### config.mk
export PLATFORM = sky130hd
export DESIGN_NAME = mdio_responder
export DESIGN_NICKNAME = d
export VERILOG_FILES = /design/src/rtl/mdio_responder.sv
export SDC_FILE = /design/constraint.sdc
export NUM_CORES = 1
export LEC_CHECK = 0
export ABC_CLOCK_PERIOD_IN_PS = 2600
export BUFFER_PORTS_ARGS = -buffer_cell sky130_fd_sc_hd__buf_2
export CAP_MARGIN = 20
export CORE_UTILIZATION = 35
export CTS_CLUSTER_DIAMETER = 150
export DETAILED_ROUTE_END_ITERATION = 8
export PLACE_DENSITY = 0.61
export REMOVE_ABC_BUFFERS = 1
export SLEW_MARGIN = 10
export SYNTH_ARGS = -nofsm -noshare
export SYNTH_HDL_FRONTEND = slang
export SYNTH_SLANG_ARGS = --single-unit
### constraint.sdc
create_clock -name clk -period 2.6 [get_ports clk]
set_clock_uncertainty 0.2 [all_clocks]
set_input_delay 0 -clock clk [delete_from_list [all_inputs] [get_ports clk]]
set_output_delay 0 -clock clk [all_outputs]
set_load 0.01 [all_outputs]
### src/rtl/mdio_responder.sv
// Clause-22 MDIO responder: oversamples MDC/MDIO on clk, answers reads to PHY_ADDR
// through rd_strobe/rd_data and delivers writes on the wr_strobe register port.
module mdio_responder #(
   parameter logic [4:0] PHY_ADDR     = 5'b00111,
   parameter int         PREAMBLE_MIN = 32,
   parameter int         TIMEOUT      = 4096
) (
   input  logic        clk,
   input  logic        rst,
   input  logic        mdc,
   input  logic        mdio_in,
   output logic        mdio_out,
   output logic        mdio_oe,
   output logic        rd_strobe,
   output logic [4:0]  rd_addr,
   input  logic [15:0] rd_data,
   output logic        wr_strobe,
   output logic [4:0]  wr_addr,
   output logic [15:0] wr_data,
   output logic        frame_err,
   output logic        busy
);

   localparam int PW = $clog2(PREAMBLE_MIN + 2);
   localparam int TW = $clog2(TIMEOUT + 1);
   localparam logic [PW-1:0] PRE_SAT  = PW'(PREAMBLE_MIN);
   localparam logic [TW-1:0] TMO_LAST = TW'(TIMEOUT - 1);

   typedef enum logic [2:0] {
      S_IDLE, S_START, S_OP, S_PHYAD, S_REGAD, S_TA, S_DATA, S_SKIP
   } state_t;

   state_t        state, state_n;
   logic          mdc_p0, mdc_p1, mdc_p2, mdc_rise;
   logic          mdio_p0, mdio_p1, mdio_p2;
   logic [4:0]    cnt, cnt_n;
   logic [PW-1:0] pre_cnt, pre_n;
   logic [TW-1:0] tmo, tmo_n;
   logic          rd_dly;
   logic          is_rd, is_rd_n, bit1, bit1_n;
   logic [4:0]    fld, fld_n;
   logic [15:0]   shreg, sh_n;
   logic          oe_n, out_n, rd_strobe_n, wr_strobe_n, err_n, busy_n;
   logic [4:0]    rd_addr_n, wr_addr_n;
   logic [15:0]   wr_data_n;

   // Input synchronizers; mdio_p2 lines up with the registered mdc_rise
   always_ff @(posedge clk) begin
      if (rst) begin
         mdc_p0   <= 1'b0;
         mdc_p1   <= 1'b0;
         mdc_p2   <= 1'b0;
         mdc_rise <= 1'b0;
      end else begin
         mdc_p0   <= mdc;
         mdc_p1   <= mdc_p0;
         mdc_p2   <= mdc_p1;
         mdc_rise <= mdc_p1 & ~mdc_p2;
      end
   end

   always_ff @(posedge clk) begin
      mdio_p0 <= mdio_in;
      mdio_p1 <= mdio_p0;
      mdio_p2 <= mdio_p1;
      shreg   <= sh_n;
      fld     <= fld_n;
      bit1    <= bit1_n;
      is_rd   <= is_rd_n;
   end

   always_ff @(posedge clk) begin
      if (rst) begin
         state     <= S_IDLE;
         cnt       <= '0;
         pre_cnt   <= '0;
         tmo       <= '0;
         rd_dly    <= 1'b0;
         mdio_oe   <= 1'b0;
         mdio_out  <= 1'b0;
         rd_strobe <= 1'b0;
         rd_addr   <= '0;
         wr_strobe <= 1'b0;
         wr_addr   <= '0;
         wr_data   <= '0;
         frame_err <= 1'b0;
         busy      <= 1'b0;
      end else begin
         state     <= state_n;
         cnt       <= cnt_n;
         pre_cnt   <= pre_n;
         tmo       <= tmo_n;
         rd_dly    <= rd_strobe;
         mdio_oe   <= oe_n;
         mdio_out  <= out_n;
         rd_strobe <= rd_strobe_n;
         rd_addr   <= rd_addr_n;
         wr_strobe <= wr_strobe_n;
         wr_addr   <= wr_addr_n;
         wr_data   <= wr_data_n;
         frame_err <= err_n;
         busy      <= busy_n;
      end
   end

   always_comb begin
      state_n     = state;
      cnt_n       = cnt;
      pre_n       = pre_cnt;
      tmo_n       = tmo;
      is_rd_n     = is_rd;
      bit1_n      = bit1;
      fld_n       = fld;
      sh_n        = shreg;
      oe_n        = mdio_oe;
      out_n       = mdio_out;
      rd_strobe_n = 1'b0;
      rd_addr_n   = rd_addr;
      wr_strobe_n = 1'b0;
      wr_addr_n   = wr_addr;
      wr_data_n   = wr_data;
      err_n       = 1'b0;
      busy_n      = busy;

      // Read data lands two cycles after the request, long before the first data bit
      if (rd_dly) sh_n = rd_data;

      if (mdc_rise) begin
         tmo_n = '0;
         case (state)
            S_IDLE: begin
               if (mdio_p2) begin
                  if (pre_cnt < PRE_SAT) pre_n = pre_cnt + 1'b1;
               end else begin
                  pre_n = '0;
                  if (pre_cnt >= PRE_SAT) begin
                     state_n = S_START;
                     busy_n  = 1'b1;
                  end
               end
            end
            S_START: begin
               if (mdio_p2) begin
                  state_n = S_OP;
                  cnt_n   = '0;
               end else begin
                  err_n   = 1'b1;
                  busy_n  = 1'b0;
                  state_n = S_IDLE;
               end
            end
            S_OP: begin
               if (cnt == 5'd0) begin
                  bit1_n = mdio_p2;
                  cnt_n  = 5'd1;
               end else if (bit1 != mdio_p2) begin
                  is_rd_n = bit1;
                  state_n = S_PHYAD;
                  cnt_n   = '0;
               end else begin
                  err_n   = 1'b1;
                  state_n = S_SKIP;
                  cnt_n   = 5'd28;
               end
            end
            S_PHYAD: begin
               fld_n = {fld[3:0], mdio_p2};
               if (cnt == 5'd4) begin
                  cnt_n = '0;
                  if (fld_n == PHY_ADDR) begin
                     state_n = S_REGAD;
                  end else begin
                     state_n = S_SKIP;
                     cnt_n   = 5'd23;
                  end
               end else begin
                  cnt_n = cnt + 1'b1;
               end
            end
            S_REGAD: begin
               fld_n = {fld[3:0], mdio_p2};
               if (cnt == 5'd4) begin
                  state_n = S_TA;
                  cnt_n   = '0;
                  if (is_rd) begin
                     rd_strobe_n = 1'b1;
                     rd_addr_n   = fld_n;
                  end
               end else begin
                  cnt_n = cnt + 1'b1;
               end
            end
            S_TA: begin
               if (cnt == 5'd0) begin
                  bit1_n = mdio_p2;
                  cnt_n  = 5'd1;
                  if (is_rd) begin
                     oe_n  = 1'b1;
                     out_n = 1'b0;
                  end
               end else if (is_rd) begin
                  out_n   = shreg[15];
                  sh_n    = {shreg[14:0], 1'b0};
                  state_n = S_DATA;
                  cnt_n   = '0;
               end else if ({bit1, mdio_p2} == 2'b10) begin
                  state_n = S_DATA;
                  cnt_n   = '0;
               end else begin
                  err_n   = 1'b1;
                  state_n = S_SKIP;
                  cnt_n   = 5'd16;
               end
            end
            S_DATA: begin
               if (is_rd) begin
                  if (cnt == 5'd15) begin
                     oe_n    = 1'b0;
                     out_n   = 1'b0;
                     state_n = S_IDLE;
                     busy_n  = 1'b0;
                  end else begin
                     out_n = shreg[15];
                     sh_n  = {shreg[14:0], 1'b0};
                     cnt_n = cnt + 1'b1;
                  end
               end else begin
                  sh_n = {shreg[14:0], mdio_p2};
                  if (cnt == 5'd15) begin
                     wr_strobe_n = 1'b1;
                     wr_addr_n   = fld;
                     wr_data_n   = sh_n;
                     state_n     = S_IDLE;
                     busy_n      = 1'b0;
                  end else begin
                     cnt_n = cnt + 1'b1;
                  end
               end
            end
            S_SKIP: begin
               if (cnt == 5'd1) begin
                  state_n = S_IDLE;
                  busy_n  = 1'b0;
               end else begin
                  cnt_n = cnt - 1'b1;
               end
            end
            default: state_n = S_IDLE;
         endcase
      end else if (state != S_IDLE) begin
         // A master that stops clocking mid-frame must not leave the bus driven
         if (tmo == TMO_LAST) begin
            state_n = S_IDLE;
            oe_n    = 1'b0;
            out_n   = 1'b0;
            err_n   = 1'b1;
            busy_n  = 1'b0;
            tmo_n   = '0;
         end else begin
            tmo_n = tmo + 1'b1;
         end
      end
   end

endmodule

==> impl_results.md <==
- Post-synth EDFFs: 7
- Antenna violations before repair: 0
- Fin crit period: 2.30 ns
- Synth top area share: 39.8%
- Die Span X: 111 um
- Die Footprint: 0.0124 mm^2
- Grt ovf: 0
- CP endpoint kind: flop
- Fill cell count: 1119
- Largest net degree at the start of global routing: 34
- Clock sink count: 90
- Top-count cell post-synth: dfxtp_1
- Synth cell types: 62
- Root Driver: clkbuf_16
- ANT cells: 0
- Worst VDD drop: 0.293 mV
- Most frequent cells after synthesis: dfxtp_1, nand2_1, nor2_1
- Failing checks: DRC
- H-tree Lvls: 3
- Area of the multi-input gates: 0.00213 mm^2
- Core ar.: 0.0115 mm^2
- Via-to-Cell Ratio: 5.29
- Remaining routing DRC violations: 8
- Crit Path Max Fanout: 7
- Max cap viols: 0
- P_leak: 1.96 nW
- Detailed Route Iter0 Violations: 331
- Slew headroom: 50.5%
- Vias in the first global route: 3526
- Post-route clock period utilization: 88.6%
- Total vias in the final route: 3637
- Post-DP HPWL: 6.76 mm
- Outcome: finished with violations
- CP startpoint kind: flop
- Clock latency on the worst-skew pair: 0.34 ns
- Register area: 0.00187 mm^2
- RSZ-0062 raised after global routing: no
- Slew of the pin with the lowest slew margin: 0.742 ns
- Slew Limit Fails: 0
- Hold crit path type: input port to flop
- Die height: 111 um
- FFs w/ async S/R, synth: 0%
- Share of layout cells above drive strength 1: 18.8%
- Post-Syn Instances: 467
- Pre-Repair DR Iteration Count: 7
- Starting Density: 36.3%
- Yosys warning total: 0
- Pwr dens: 540 mW/mm^2
- Gr usage total: 16.8%
- Routability cong.: 0.893
- Dominant cells by area after synthesis: dfxtp_1, nand2_1, mux2i_1
- First-pass GRT wire length: 16.8 mm
- I/O pins: 52
- Prevailing post-synth register cell: dfxtp_1
- Nets: 568
- Final hold viol count: 0
- Num CTS Buffers: 9
- Final setup viols: 0
- Critical Setup Path Class: flop to flop
- Clk pin slew, worst setup/hold paths: 0.06 ns
- Cell Area, Synth: 0.00418 mm^2
- Hold_ws: 0.100 ns
- Final setup TNS: 0 ns
- Total Wirelength: 9.87 mm
- Placed cells: 652
- Layout area overhead: 22.3%
- Biggest area consumer among synthesized cells: dfxtp_1
- Register area share after synthesis: 44.8%
- Critical path data arrival time: 2.36 ns
- CTS max path bufs: 2
- Yosys reg bits: 90
- Max frequency: 0.434 GHz
- FP Rows: 39
- Final instance count without filler cells: 687
- Worst path required time: 2.66 ns
- Routed wire per std cell: 14.4 um
- Post-DRT Antenna Nets: 0
- CTS tree: done
- Avg Inst Size Synth: 8.95 um^2
- PortBufs: 51
[logic make-up after synthesis]
kind of cell | count (synthesis) | share of synthesized area (%)
flip-flops | 90 | 44.8
AO/OA/AOI/OAI | 105 | 17.2
adder cells (fa/ha/maj) | 9 | 2.69
AND/OR/NAND/NOR | 182 | 21.6
buffers and inverters | 40 | 4.37
multiplexers | 23 | 5.51
XOR/XNOR | 18 | 3.77
[metrics by stage]
stage,total power [W],util [%],instance area (um^2),setup slack (ns)
after floorplan,0.00148,-,4030,0.229
after global placement,0.00152,40.2,4630,0.303
after detailed placement,0.00152,40.2,4630,0.198
after CTS,0.00279,44.3,5100,0.167
after global routing,0.00287,44.4,5110,0.106
final,0.00276,44.4,5110,0.296
[state kept, by name, summed over array words and instances, names as in the netlist, 3 cells and up]
register / flops
shreg: 16
fld: 5
pre_cnt: 6
rd_addr: 5
cnt: 5
wr_data: 16
wr_addr: 5
tmo: 13
state: 3
[power breakdown]
part           switching [W]  internal, W
Sequential        0.00000971      0.00141
Clock               0.000540     0.000710
Combinational      0.0000454    0.0000449
Total               0.000595      0.00216
[timing repair]
item                                    in CTS  in global routing
hold buffers                                19                  0
resized for setup                            0                  1
hold endpoints to repair                    19                  0
endpoints found under the setup margin       0                  5
setup buffers                                0                  0
[layer usage]
metal	wire length, um	part of all wire [%]	GRT usage, %	vias up
met3	544	5.5	4.37	21
met2	4640	47	27.8	120
met4	187	1.9	6.40	0
met5	0	0	0	-
li1	-	-	-	1807
met1	4490	46	21.0	1689
[worst max-delay path, cell delays in order (launching register included)]
cell and delay [ns]:
dfxtp_1 0.37, inv_1 0.18, ha_1 0.24, and4bb_1 0.42, nor2_1 0.09, a311oi_2 0.41, o211ai_1 0.14, a32oi_1 0.18
[cells in the final DEF, fill, tap and decap left out, types with 5 or more instances in the layout]
cell type      instances
o21ai_0               25
nor3_1                12
ha_1                   9
mux2i_1               23
o22ai_1                6
xnor2_1                5
nand2_1               75
inv_1                 10
dlygate4sd3_1         19
buf_4                 21
buf_2                 51
a21oi_1               32
dfxtp_1               83
o2bb2ai_1              7
nor2_1                39
nand3_1               12
xor2_1                13
nand4_1               10
clkbuf_16              9
edfxtp_1               7
nor2b_1                6
[path summary, 6_finish.rpt]
kind	start	to	slack [ns]	cells after the start
min reg2reg	mdio_p0$_DFF_P_	mdio_p1$_DFF_P_	0.13	0
max	cnt[0]$_SDFFE_PP0P_	state[2]$_SDFFE_PP0P_	0.30	7
min	mdio_in	mdio_p0$_DFF_P_	0.10	2
max reg2reg	cnt[0]$_SDFFE_PP0P_	state[2]$_SDFFE_PP0P_	0.30	7
[area by class of cell]
cell class,instances,area share [%]
timing repair buffer,91,11.8
multi-input combinational,337,41.7
tap,143,3.50
clock buffer,12,5.02
inverter,10,0.735
sequential,90,36.6
clock inverter,4,0.637
Note: power is estimated with default switching activity, not from simulation.
